### src/rtl/cache_pkg.sv
// Shared widths and controller state type for the direct-mapped cache.
package cache_pkg;

    localparam int CACHE_ADDR_W  = 32;
    localparam int CACHE_INDEX_W = 10;
    localparam int CACHE_DATA_W  = 32;
    localparam int CACHE_TAG_W   = CACHE_ADDR_W - CACHE_INDEX_W;

    typedef enum logic [2:0] {
        ST_IDLE,
        ST_LOOKUP,
        ST_MEM_RD,
        ST_MEM_WR,
        ST_FLUSH
    } cache_state_e;

endpackage

### src/rtl/cache_flush_seq.sv
// Invalidate-sweep sequencer: line counter, last-line flag and end-of-sweep pulse.
module cache_flush_seq
    import cache_pkg::*;
#(
    parameter int INDEX_W = CACHE_INDEX_W
) (
    input  logic               globalclock,
    input  logic               reset,
    input  logic               active_i,
    output logic [INDEX_W-1:0] cnt_o,
    output logic               last_o,
    output logic               done_o
);

    logic [INDEX_W-1:0] cnt_q, cnt_d;
    logic               done_q, done_d;

    assign last_o = (cnt_q == '1);

    // The counter wraps back to 0 after the last line, ready for the next sweep.
    always_comb begin
        cnt_d  = cnt_q;
        done_d = 1'b0;
        if (active_i) begin
            cnt_d  = cnt_q + 1'b1;
            done_d = last_o;
        end
    end

    always_ff @(posedge globalclock) begin
        if (reset) begin
            cnt_q  <= '0;
            done_q <= 1'b0;
        end else begin
            cnt_q  <= cnt_d;
            done_q <= done_d;
        end
    end

    assign cnt_o  = cnt_q;
    assign done_o = done_q;

endmodule

### src/rtl/dm_cache_controller.sv
// Direct-mapped cache sequencer: CPU request handling, line-store writes,
// RAM refill / write-through, and whole-cache invalidate sweep.
module dm_cache_controller
    import cache_pkg::*;
#(
    parameter  int ADDR_W  = CACHE_ADDR_W,
    parameter  int INDEX_W = CACHE_INDEX_W,
    parameter  int DATA_W  = CACHE_DATA_W,
    localparam int TAG_W   = ADDR_W - INDEX_W
) (
    input  logic               globalclock,
    input  logic               reset,

    input  logic               cpu_req,
    input  logic               cpu_we,
    input  logic [ADDR_W-1:0]  cpu_addr,
    input  logic [DATA_W-1:0]  cpu_wdata,
    output logic [DATA_W-1:0]  cpu_rdata,
    output logic               cpu_ready,
    output logic               cpu_busy,

    input  logic               inv_all,
    output logic               flush_done,

    output logic               v_wr_en,
    output logic [INDEX_W-1:0] v_addr,
    output logic               v_in,
    input  logic               v_is_valid,

    output logic               tag_wr_en,
    output logic [TAG_W-1:0]   tag_wdata,
    input  logic [TAG_W-1:0]   tag_rdata,

    output logic               data_wr_en,
    output logic [DATA_W-1:0]  data_wdata,
    input  logic [DATA_W-1:0]  data_rdata,

    output logic               mem_req,
    output logic               mem_we,
    output logic [ADDR_W-1:0]  mem_addr,
    output logic [DATA_W-1:0]  mem_wdata,
    input  logic [DATA_W-1:0]  mem_rdata,
    input  logic               mem_ack
);

    cache_state_e       state_q, state_d;
    logic [ADDR_W-1:0]  addr_q, addr_d;
    logic               we_q, we_d;
    logic [DATA_W-1:0]  wdata_q, wdata_d;
    logic [DATA_W-1:0]  rdata_q, rdata_d;
    logic               ready_q, ready_d;

    logic               flush_active;
    logic [INDEX_W-1:0] flush_cnt;
    logic               flush_last;
    logic               hit;

    assign flush_active = (state_q == ST_FLUSH);

    cache_flush_seq #(
        .INDEX_W (INDEX_W)
    ) u_flush (
        .globalclock (globalclock),
        .reset       (reset),
        .active_i    (flush_active),
        .cnt_o       (flush_cnt),
        .last_o      (flush_last),
        .done_o      (flush_done)
    );

    assign hit       = v_is_valid && (tag_rdata == addr_q[ADDR_W-1:INDEX_W]);
    assign cpu_busy  = (state_q != ST_IDLE);
    assign cpu_ready = ready_q;
    assign cpu_rdata = rdata_q;

    always_comb begin
        state_d    = state_q;
        addr_d     = addr_q;
        we_d       = we_q;
        wdata_d    = wdata_q;
        rdata_d    = rdata_q;
        ready_d    = 1'b0;
        v_wr_en    = 1'b0;
        v_in       = 1'b0;
        v_addr     = addr_q[INDEX_W-1:0];
        tag_wr_en  = 1'b0;
        tag_wdata  = '0;
        data_wr_en = 1'b0;
        data_wdata = '0;
        mem_req    = 1'b0;
        mem_we     = 1'b0;
        mem_addr   = '0;
        mem_wdata  = '0;

        unique case (state_q)
            ST_IDLE: begin
                v_addr = cpu_addr[INDEX_W-1:0];
                // Invalidate wins over a simultaneous CPU request.
                if (inv_all) begin
                    state_d = ST_FLUSH;
                end else if (cpu_req) begin
                    addr_d  = cpu_addr;
                    we_d    = cpu_we;
                    wdata_d = cpu_wdata;
                    state_d = ST_LOOKUP;
                end
            end

            ST_LOOKUP: begin
                if (we_q) begin
                    // Write-through, no allocate: only a resident line is updated.
                    if (hit) begin
                        data_wr_en = 1'b1;
                        data_wdata = wdata_q;
                    end
                    state_d = ST_MEM_WR;
                end else if (hit) begin
                    rdata_d = data_rdata;
                    ready_d = 1'b1;
                    state_d = ST_IDLE;
                end else begin
                    state_d = ST_MEM_RD;
                end
            end

            ST_MEM_RD: begin
                mem_req  = 1'b1;
                mem_addr = addr_q;
                if (mem_ack) begin
                    v_wr_en    = 1'b1;
                    v_in       = 1'b1;
                    tag_wr_en  = 1'b1;
                    tag_wdata  = addr_q[ADDR_W-1:INDEX_W];
                    data_wr_en = 1'b1;
                    data_wdata = mem_rdata;
                    rdata_d    = mem_rdata;
                    ready_d    = 1'b1;
                    state_d    = ST_IDLE;
                end
            end

            ST_MEM_WR: begin
                mem_req   = 1'b1;
                mem_we    = 1'b1;
                mem_addr  = addr_q;
                mem_wdata = wdata_q;
                if (mem_ack) begin
                    ready_d = 1'b1;
                    state_d = ST_IDLE;
                end
            end

            ST_FLUSH: begin
                v_wr_en = 1'b1;
                v_addr  = flush_cnt;
                if (flush_last) begin
                    state_d = ST_IDLE;
                end
            end

            default: begin
                state_d = ST_IDLE;
            end
        endcase
    end

    always_ff @(posedge globalclock) begin
        if (reset) begin
            state_q <= ST_IDLE;
            addr_q  <= '0;
            we_q    <= 1'b0;
            wdata_q <= '0;
            rdata_q <= '0;
            ready_q <= 1'b0;
        end else begin
            state_q <= state_d;
            addr_q  <= addr_d;
            we_q    <= we_d;
            wdata_q <= wdata_d;
            rdata_q <= rdata_d;
            ready_q <= ready_d;
        end
    end

endmodule

### config.mk
export PLATFORM = sky130hd
export DESIGN_NAME = dm_cache_controller
export DESIGN_NICKNAME = d
export VERILOG_FILES = /design/src/rtl/cache_pkg.sv /design/src/rtl/cache_flush_seq.sv /design/src/rtl/dm_cache_controller.sv
export SDC_FILE = /design/constraint.sdc
export NUM_CORES = 1
export LEC_CHECK = 0
export ABC_CLOCK_PERIOD_IN_PS = 2100
export CAP_MARGIN = 15
export CORE_MARGIN = 1.5
export CORE_UTILIZATION = 40
export DETAILED_ROUTE_END_ITERATION = 8
export PLACE_DENSITY = 0.81
export SYNTH_ARGS = -nofsm -noshare
export SYNTH_HDL_FRONTEND = slang
export SYNTH_SLANG_ARGS = --single-unit
### constraint.sdc
create_clock -name globalclock -period 2.1 [get_ports globalclock]
set_clock_uncertainty 0.1 [all_clocks]
set_input_delay 0.315 -clock globalclock [delete_from_list [all_inputs] [get_ports globalclock]]
set_output_delay 0.315 -clock globalclock [all_outputs]
set_load 0.1 [all_outputs]
==> results.md, run 1 <==
- Outcome: did not finish
- Stopped at: global routing (5_1_grt)
- Error: [ERROR DPL-0038] Utilization greater than 100%, impossible to legalize
- Die width: 128 µm
- CTS Buffer Depth: 2
- Worst endpoint type: primary output
- Mapped Cells: around 760
- Async set-or-reset flop fraction in the synthesized netlist: 0
- Gpl congestion: roughly 0.9
- Ys Warns: 0
- IO Count: 326
- H-tree depth: 3
- Num CTS Buffers: 9
- FP Rows: 45
- DP Wirelength: between 15,000 and 20,000 µm
- Dpl cell area: 0.0117 mm²
- Number of port buffers: 325
- Post-synthesis register bit count: roughly 110
- CTS Sinks: 112
- Syn Area/Cell: around 8.2 µm²
- Initial Util: 0.410
- Post-CTS Hold Fix Bufs: 0
- Root Driver: clkbuf_16
- Die Y: 128 µm
- Largest net degree at the start of global routing: 45
- Syn_nets: 919
- Synthesized area: a little over 0.006 mm²
- Post-synth EDFFs: 0
- Main synth FF type: dfxtp_1
- GRT worst endpoint: data_wdata[16]
- Placed cells: 1,268
- Post-synth cell types: 45
- Seq/Total Area, Yosys: 0.360
Yosys cell counts (17+ instances only):
master / n / area [µm²]
o221ai_1: 29 / 254
xnor2_1: 23 / 201
a22oi_1: 32 / 240
dfxtp_1: 112 / 2240
a21oi_1: 73 / 365
clkbuf_1: 36 / 135
and3_1: 54 / 338
buf_6: 17 / 191
inv_1: 33 / 124
nand2_1: 153 / 574
mux2i_1: 43 / 430
and2_1: 33 / 206
a22o_2: 21 / 210
metrics by stage:
stage / util / setup slack [ns] / hold WS [ns]
floorplan: - / -0.238 / 0.343
global placement: 0.770 / -0.746 / 0.352
detailed placement: 0.770 / -0.782 / 0.361
CTS: 0.879 / -0.670 / 0.265
cells by family after synthesis:
kind of cell,count (synthesis),share of synthesized area
buffers and inverters,100,0.0842
adders and majority gates,1,0.00201
muxes,43,0.0691
and+or+nand+nor,292,0.236
xor gates and xnor gates,29,0.0408
DFF,112,0.360
AOI/OAI and AO/OA,184,0.208
what timing repair did:
| action | CTS |
|---|---|
| gates resized for setup | 186 |
| setup buffers | 32 |
| gates cloned | 20 |
| endpoints found under the setup margin | 138 |
| pin swaps | 56 |
==> run 2, diff against run 1 <==
Settings changed: CORE_UTILIZATION 40 to 26, PLACE_DENSITY 0.81 to default, PLACE_DENSITY_LB_ADDON from default to 0.15.
==> run 2 against run 1 <==
Against the previous run: area after synthesis did not move; synthesized cell count did not move; the flow now finishes, with violations (negative setup slack).
==> results.md, run 2 <==
- Leak: 5.71 nW
- Wire per inst: 23.2 µm
- TritonCTS clock tree: built
- Setup violators final: 185
- Dpl cell area: 0.0119 mm² (+1.5%)
- Synth cell count leaders: nand2_1, dfxtp_1, a21oi_1
- Max-slew violations: 0
- Post-layout min period: 2.76 ns
- Total core area: 0.0235 mm²
- Final hold violations: 0
- FP Rows: 56 (+24%)
- Post-synthesis register bit count: 112 (unchanged)
- Pre-CTS setup slack: -0.704 ns (+0.0776 ns)
- Syn Area/Cell: 8.18 µm² (unchanged)
- Area Growth Syn to Fin: 135%
- WS Path Type: input pin to output port
- Initial antenna violation count: 1
- Clock Pin Slew Worst Setup and Hold Paths: 0.08 ns
- WP data arrival: 2.34 ns
- Post-CTS Hold Fix Bufs: 0 (unchanged)
- Final Cycle Share: 1.31
- RSZ-0062 raised after global routing: yes
- Top post-synthesis cells by area: dfxtp_1, nand2_1, mux2i_1
- Die Y: 158 µm (+23%)
- Critical path data required time: 1.68 ns
- Power per cell area: 679 mW/mm²
- DR DRC count: 0
- Die area: 0.0249 mm²
- Failing checks: negative setup slack
- Worst-Skew Late Latency: 0.36 ns
- Most frequent cells in the layout: buf_12, clkdlybuf4s50_1, nand2_1
- Seq/Total Area, Yosys: 0.360 (unchanged)
- Ratio of cells with drive above 1 in the final layout: 0.492
- Setup crit start kind: input pin
- Ys Warns: 0 (unchanged)
- Gpl congestion: 0.787 (-13%)
- Crit path capture type: output port
- Final Util: 0.623
- Crit-path max FO: 5
- Slew @ Worst Pin: approximately 0.93 ns
- Syn_nets: 919 (unchanged)
- Post-synth cell types: 45 (unchanged)
- Final Net Count: around 1.3k
- Grt ovf: 0
- Synth area leader: dfxtp_1
- Total wire length: about 35,000 µm
- Die width: 158 µm (+23%)
- Post-synth top area share: 0.360 (unchanged)
- Async set-or-reset flop fraction in the synthesized netlist: 0 (unchanged)
- Drt pass-1 iters: 5
- Slew HR: 0.383
- IO Count: 326 (unchanged)
- Mapped Cells: 761 (unchanged)
- Num CTS Buffers: 9 (unchanged)
- Number of global-route vias before repair: 7,509
- Worst Slack Setup Final: -0.659 ns
- Outcome: finished, violations left
- CTS Buffer Depth: 2 (unchanged)
- Main synth FF type: dfxtp_1
- DP Wirelength: 20,000 µm (+1.5%)
- Layout Cell Area excl Fill: 0.0146 mm²
- Most common cell after layout, fill and taps aside: buf_12
- Root Driver: clkbuf_16
- Fmax: about 0.36 GHz
- DR iter-0 viols: roughly 400
- Initial Util: 0.265 (-0.144)
- First-pass GRT wire length: 46,700 µm
- Post-synth EDFFs: 0 (unchanged)
- Largest net degree at the start of global routing: 72
- Synthesized area: 0.00623 mm² (unchanged)
- Max-cap viol count: 0
- Count leader, synth: nand2_1
- H-tree depth: 3 (unchanged)
- Number of port buffers: 325 (unchanged)
- Routed via count: 7,585
- Post-route ant nets: 0
- Hold Path Class: input pin to flip-flop
- CTS Sinks: 112 (unchanged)
- Post-DR vias/cell: 5.01
- GRT Resource Usage Total: 0.251
- Worst vdd ir: about 0.44 mV
-- run 2: worst max-delay path: stages --
cell and delay (ns):
clkdlybuf4s50_1 0.50, xnor2_2 0.13, nand4_1 0.16, nor4_4 0.32, and4_4 0.32, buf_6 0.15, buf_12 0.14, a22o_4 0.14
buf_12 0.17
-- run 2: logic make-up (layout without fill, tap and decap cells) --
group,after synthesis,in the layout,share of synthesized area
and+or+nand+nor,292,295,0.236
AOI/OAI and AO/OA,184,184,0.208
DFF,112,112,0.360
buffers and inverters,100,527,0.0842
muxes,43,43,0.0691
xor gates and xnor gates,29,29,0.0408
adders and majority gates,1,1,0.00201
other,0,3,0
-- run 2: what timing repair did --
| action | 4_1_cts | 5_1_grt |
|---|---|---|
| pin swaps | 59 | 65 |
| buffers inserted | 41 | 21 |
| gates resized for setup | 196 | 110 |
| endpoints found under the setup margin | 149 | 239 |
| cloned | 21 | 25 |
-- run 2: area by class of cell --
cell class              count  area [µm²]
clock inverters             7        63.8
well taps                 319         399
inverters                  34         140
flip-flops and latches    112        2260
fillers                  1877        8840
diodes                      3        7.51
clock buffers               9         225
multi-input cells         552        4750
repair buffers            477        6780
-- run 2: power breakdown --
| part | internal, mW | switching (mW) |
|---|---|---|
| clock network | 0.838 | 0.954 |
| registers | 2.40 | 0.244 |
| logic | 2.18 | 3.32 |
-- run 2: worst paths after layout --
check / cells past startpoint / end / startpoint / slack (ns)
max: 9 / data_wdata[22] / tag_rdata[20] / -0.66
min: 2 / wdata_q[16] / reset / 0.22
min reg2reg: 2 / addr_q[0] / addr_q[0] / 0.39
max reg2reg: 11 / addr_q[16] / state_q[1] / -0.07
-- run 2: metrics by stage --
stage	TNS, ns	total power [mW]	instances	hold slack, ns
global placement	-36.36	6.91	1401	0.356
detailed placement	-35.35	6.93	1401	0.359
global route	-50.69	10.3	1511	0.216
CTS	-38.99	9.47	1479	0.206
finish	-37.12	9.94	1513	0.218
floorplan	-1.53	5.46	761	0.343
-- run 2: per-layer routing --
layer	vias up	global-route usage	routed length (µm)	share of wire
li1	3562	-	-	-
met5	-	0	0	0
met1	3703	0.294	13700	0.39
met2	269	0.447	18000	0.51
met4	0	0.0714	836	0.024
met3	51	0.0676	2480	0.071
Note: power is estimated with default switching activity, not from simulation.
==> run 3, diff against run 2 <==
Settings changed: REMOVE_ABC_BUFFERS from default to 1.
==> run 3 against run 2 <==
Against the previous run: largest cell class unchanged; combinational power grew 1%; sequential power is essentially flat; clock power shrank 3%; the run still ends with negative setup slack left; critical path type is now flip-flop to output port; largest power group unchanged.
==> results.md, run 3 (synthesis results as in run 2) <==
- WS Path Type: flip-flop to output port
- R2R Path Start: state_q[2]
- Max-slew violations: 0 (unchanged)
- Total core area: 0.0235 mm² (unchanged)
- Die width: 158 µm (unchanged)
- RSZ-0062 raised after global routing: yes
- Register area: 0.00227 mm² (+0.17%)
- Clock Pin Slew Worst Setup and Hold Paths: 0.09 ns (about the same)
- Power Total: 9.96 mW (+0.22%)
- Worst Hold Path EP: wdata_q[28]
- Setup tns final: -34.98 ns (+2.15 ns)
- Crit path capture type: output port
- Final hold violations: 0 (unchanged)
- Worst path cell trace: xnor2_2, nand4_1, nor4_4, and4_4, clkbuf_16, a22o_1, buf_12
- Post-layout min period: 2.85 ns (+0.0882 ns)
- First-pass GRT wire length: 42,700 µm (-8.6%)
- Max stage delay on crit path: 0.41 ns (-0.09 ns)
- Post-DR vias/cell: 5.03 (+0.35%)
- Top delay family on crit path: simple AND/OR/NAND/NOR gates
- WP data arrival: 2.43 ns (+0.09 ns)
- Area occupied by multi-input gates: 0.00527 mm² (+11%)
- Hold Path Class: flip-flop to flip-flop
- Die area: 0.0249 mm² (unchanged)
- Hold path cells: 2 (unchanged)
- Max-cap viol count: 0 (unchanged)
- Post-route ant nets: 0 (unchanged)
- Num CTS Buffers: 9 (unchanged)
- GRT Resource Usage Total: 0.228 (-0.0232)
- Final Net Count: 1,333 (-0.82%)
- Slew HR: 0.477 (+0.0944)
- DR DRC count: 0 (unchanged)
- Area Growth Syn to Fin: 140%
- DP Wirelength: 18,700 µm (-6.3%)
- Ratio of cells with drive above 1 in the final layout: 0.567 (+0.0746)
- Worst-Skew Late Latency: 0.36 ns (about the same)
- Failing checks: negative setup slack
- Final Util: 0.636 (+0.0127)
- Slew @ Worst Pin: 0.784 ns (-0.142 ns)
- Setup violators final: 192 (+3.8%)
- Layout Cell Area excl Fill: 0.0149 mm² (+2.0%)
- # fillers: 1,873 (-0.21%)
- CTS Buffer Depth: 2 (unchanged)
- R2R Setup Slk: -0.07 ns (about the same)
- Most frequent cells in the layout: buf_12, clkdlybuf4s50_1, dfxtp_1
- Total wire length: 34,600 µm (-1.3%)
- Grt ovf: 0 (unchanged)
- Outcome: finished, violations left
- Crit-path max FO: 5 (unchanged)
- Setup crit start kind: flip-flop
- Wire per inst: 23.1 µm (-0.34%)
- Worst Hold Launch: wdata_q[28]
- Critical path data required time: 1.68 ns (about the same)
- DR iter-0 viols: 327 (-20%)
- Number of port buffers: 325 (unchanged)
- Worst vdd ir: 0.439 mV (about the same)
- Power per cell area: 667 mW/mm² (-1.8%)
- Layout Cells excl Fill: 1,498 (-0.99%)
- Initial Util: 0.265 (unchanged)
- Largest net degree at the start of global routing: 50 (-31%)
- Leak: 5.91 nW (+3.5%)
- R2R Path End: wdata_q[22]
- Ant diodes: 0 (-3)
- CTS Sinks: 112 (unchanged)
- Routed via count: 7,536 (-0.65%)
- TritonCTS clock tree: built
- Number of global-route vias before repair: 7,070 (-5.8%)
- Dpl cell area: 0.0114 mm² (-4.0%)
- CP Buf/Inv Count: 2 (-2)
- Final Cycle Share: 1.36 (+0.0420)
- H-tree depth: 3 (unchanged)
- Placed cells: 1,402 (+0.071%)
- Root Driver: clkbuf_16
- Gpl congestion: 0.804 (+2.2%)
- Pre-CTS setup slack: -0.815 ns (-0.110 ns)
- R2R cell count: 10 (-1)
- Most common cell after layout, fill and taps aside: buf_12
- Drt pass-1 iters: 5 (unchanged)
- Hold Slack: 0.392 ns (+0.174 ns)
- Die Y: 158 µm (unchanged)
- Fmax: 0.351 GHz (-3.1%)
- Worst path slowest cell: and4_4
- Worst Slack Setup Final: -0.747 ns (-0.0882 ns)
- Initial antenna violation count: 0 (-1)
- FP Rows: 56 (unchanged)
- IO Count: 326 (unchanged)
run 3: per-layer routing:
metal / vias up / part of all wire / GRT usage
met2: 302 / 0.50 / 0.398
li1: 3526 / - / -
met5: - / 0 / 0
met3: 35 / 0.081 / 0.0747
met4: 0 / 0.018 / 0.0611
met1: 3673 / 0.40 / 0.266
run 3: what timing repair did:
action,4_1_cts,5_1_grt
resized for setup,168,340
pin swaps,35,135
gates cloned,11,29
endpoints found under the setup margin,165,228
buffers inserted,22,36
hold buffers,0,0
run 3: final cells by class:
cell class / instances / area share
Inverter: 34 / 0.00888
Timing Repair Buffer: 467 / 0.441
Tap cell: 319 / 0.0267
Multi-Input combinational cell: 551 / 0.353
Clock buffer: 10 / 0.0160
Clock inverter: 5 / 0.00277
Sequential cell: 112 / 0.152
run 3: worst max path at each step:
stage                             from             end  slack [ns]  depth (start not counted)
after floorplan             state_q[2]  data_wdata[10]       -3.70                          4
after global placement    tag_rdata[5]  data_wdata[26]       -0.80                          8
after detailed placement  tag_rdata[5]   data_wdata[8]       -0.81                          8
after CTS                   addr_q[15]   data_wdata[7]       -0.76                          8
after global routing        addr_q[23]   data_wdata[4]       -0.81                          7
final                       addr_q[23]   data_wdata[3]       -0.75                          7
run 3: tightest hold or removal path: cells and delay by family, from the launching register on:
kind            cells  cell delay, ns
compound gates      1            0.05
simple gates        1            0.08
flops               1            0.33
run 3: power by group:
part,switching (mW),internal (mW)
clock network,0.883,0.848
logic,3.41,2.16
registers,0.260,2.39
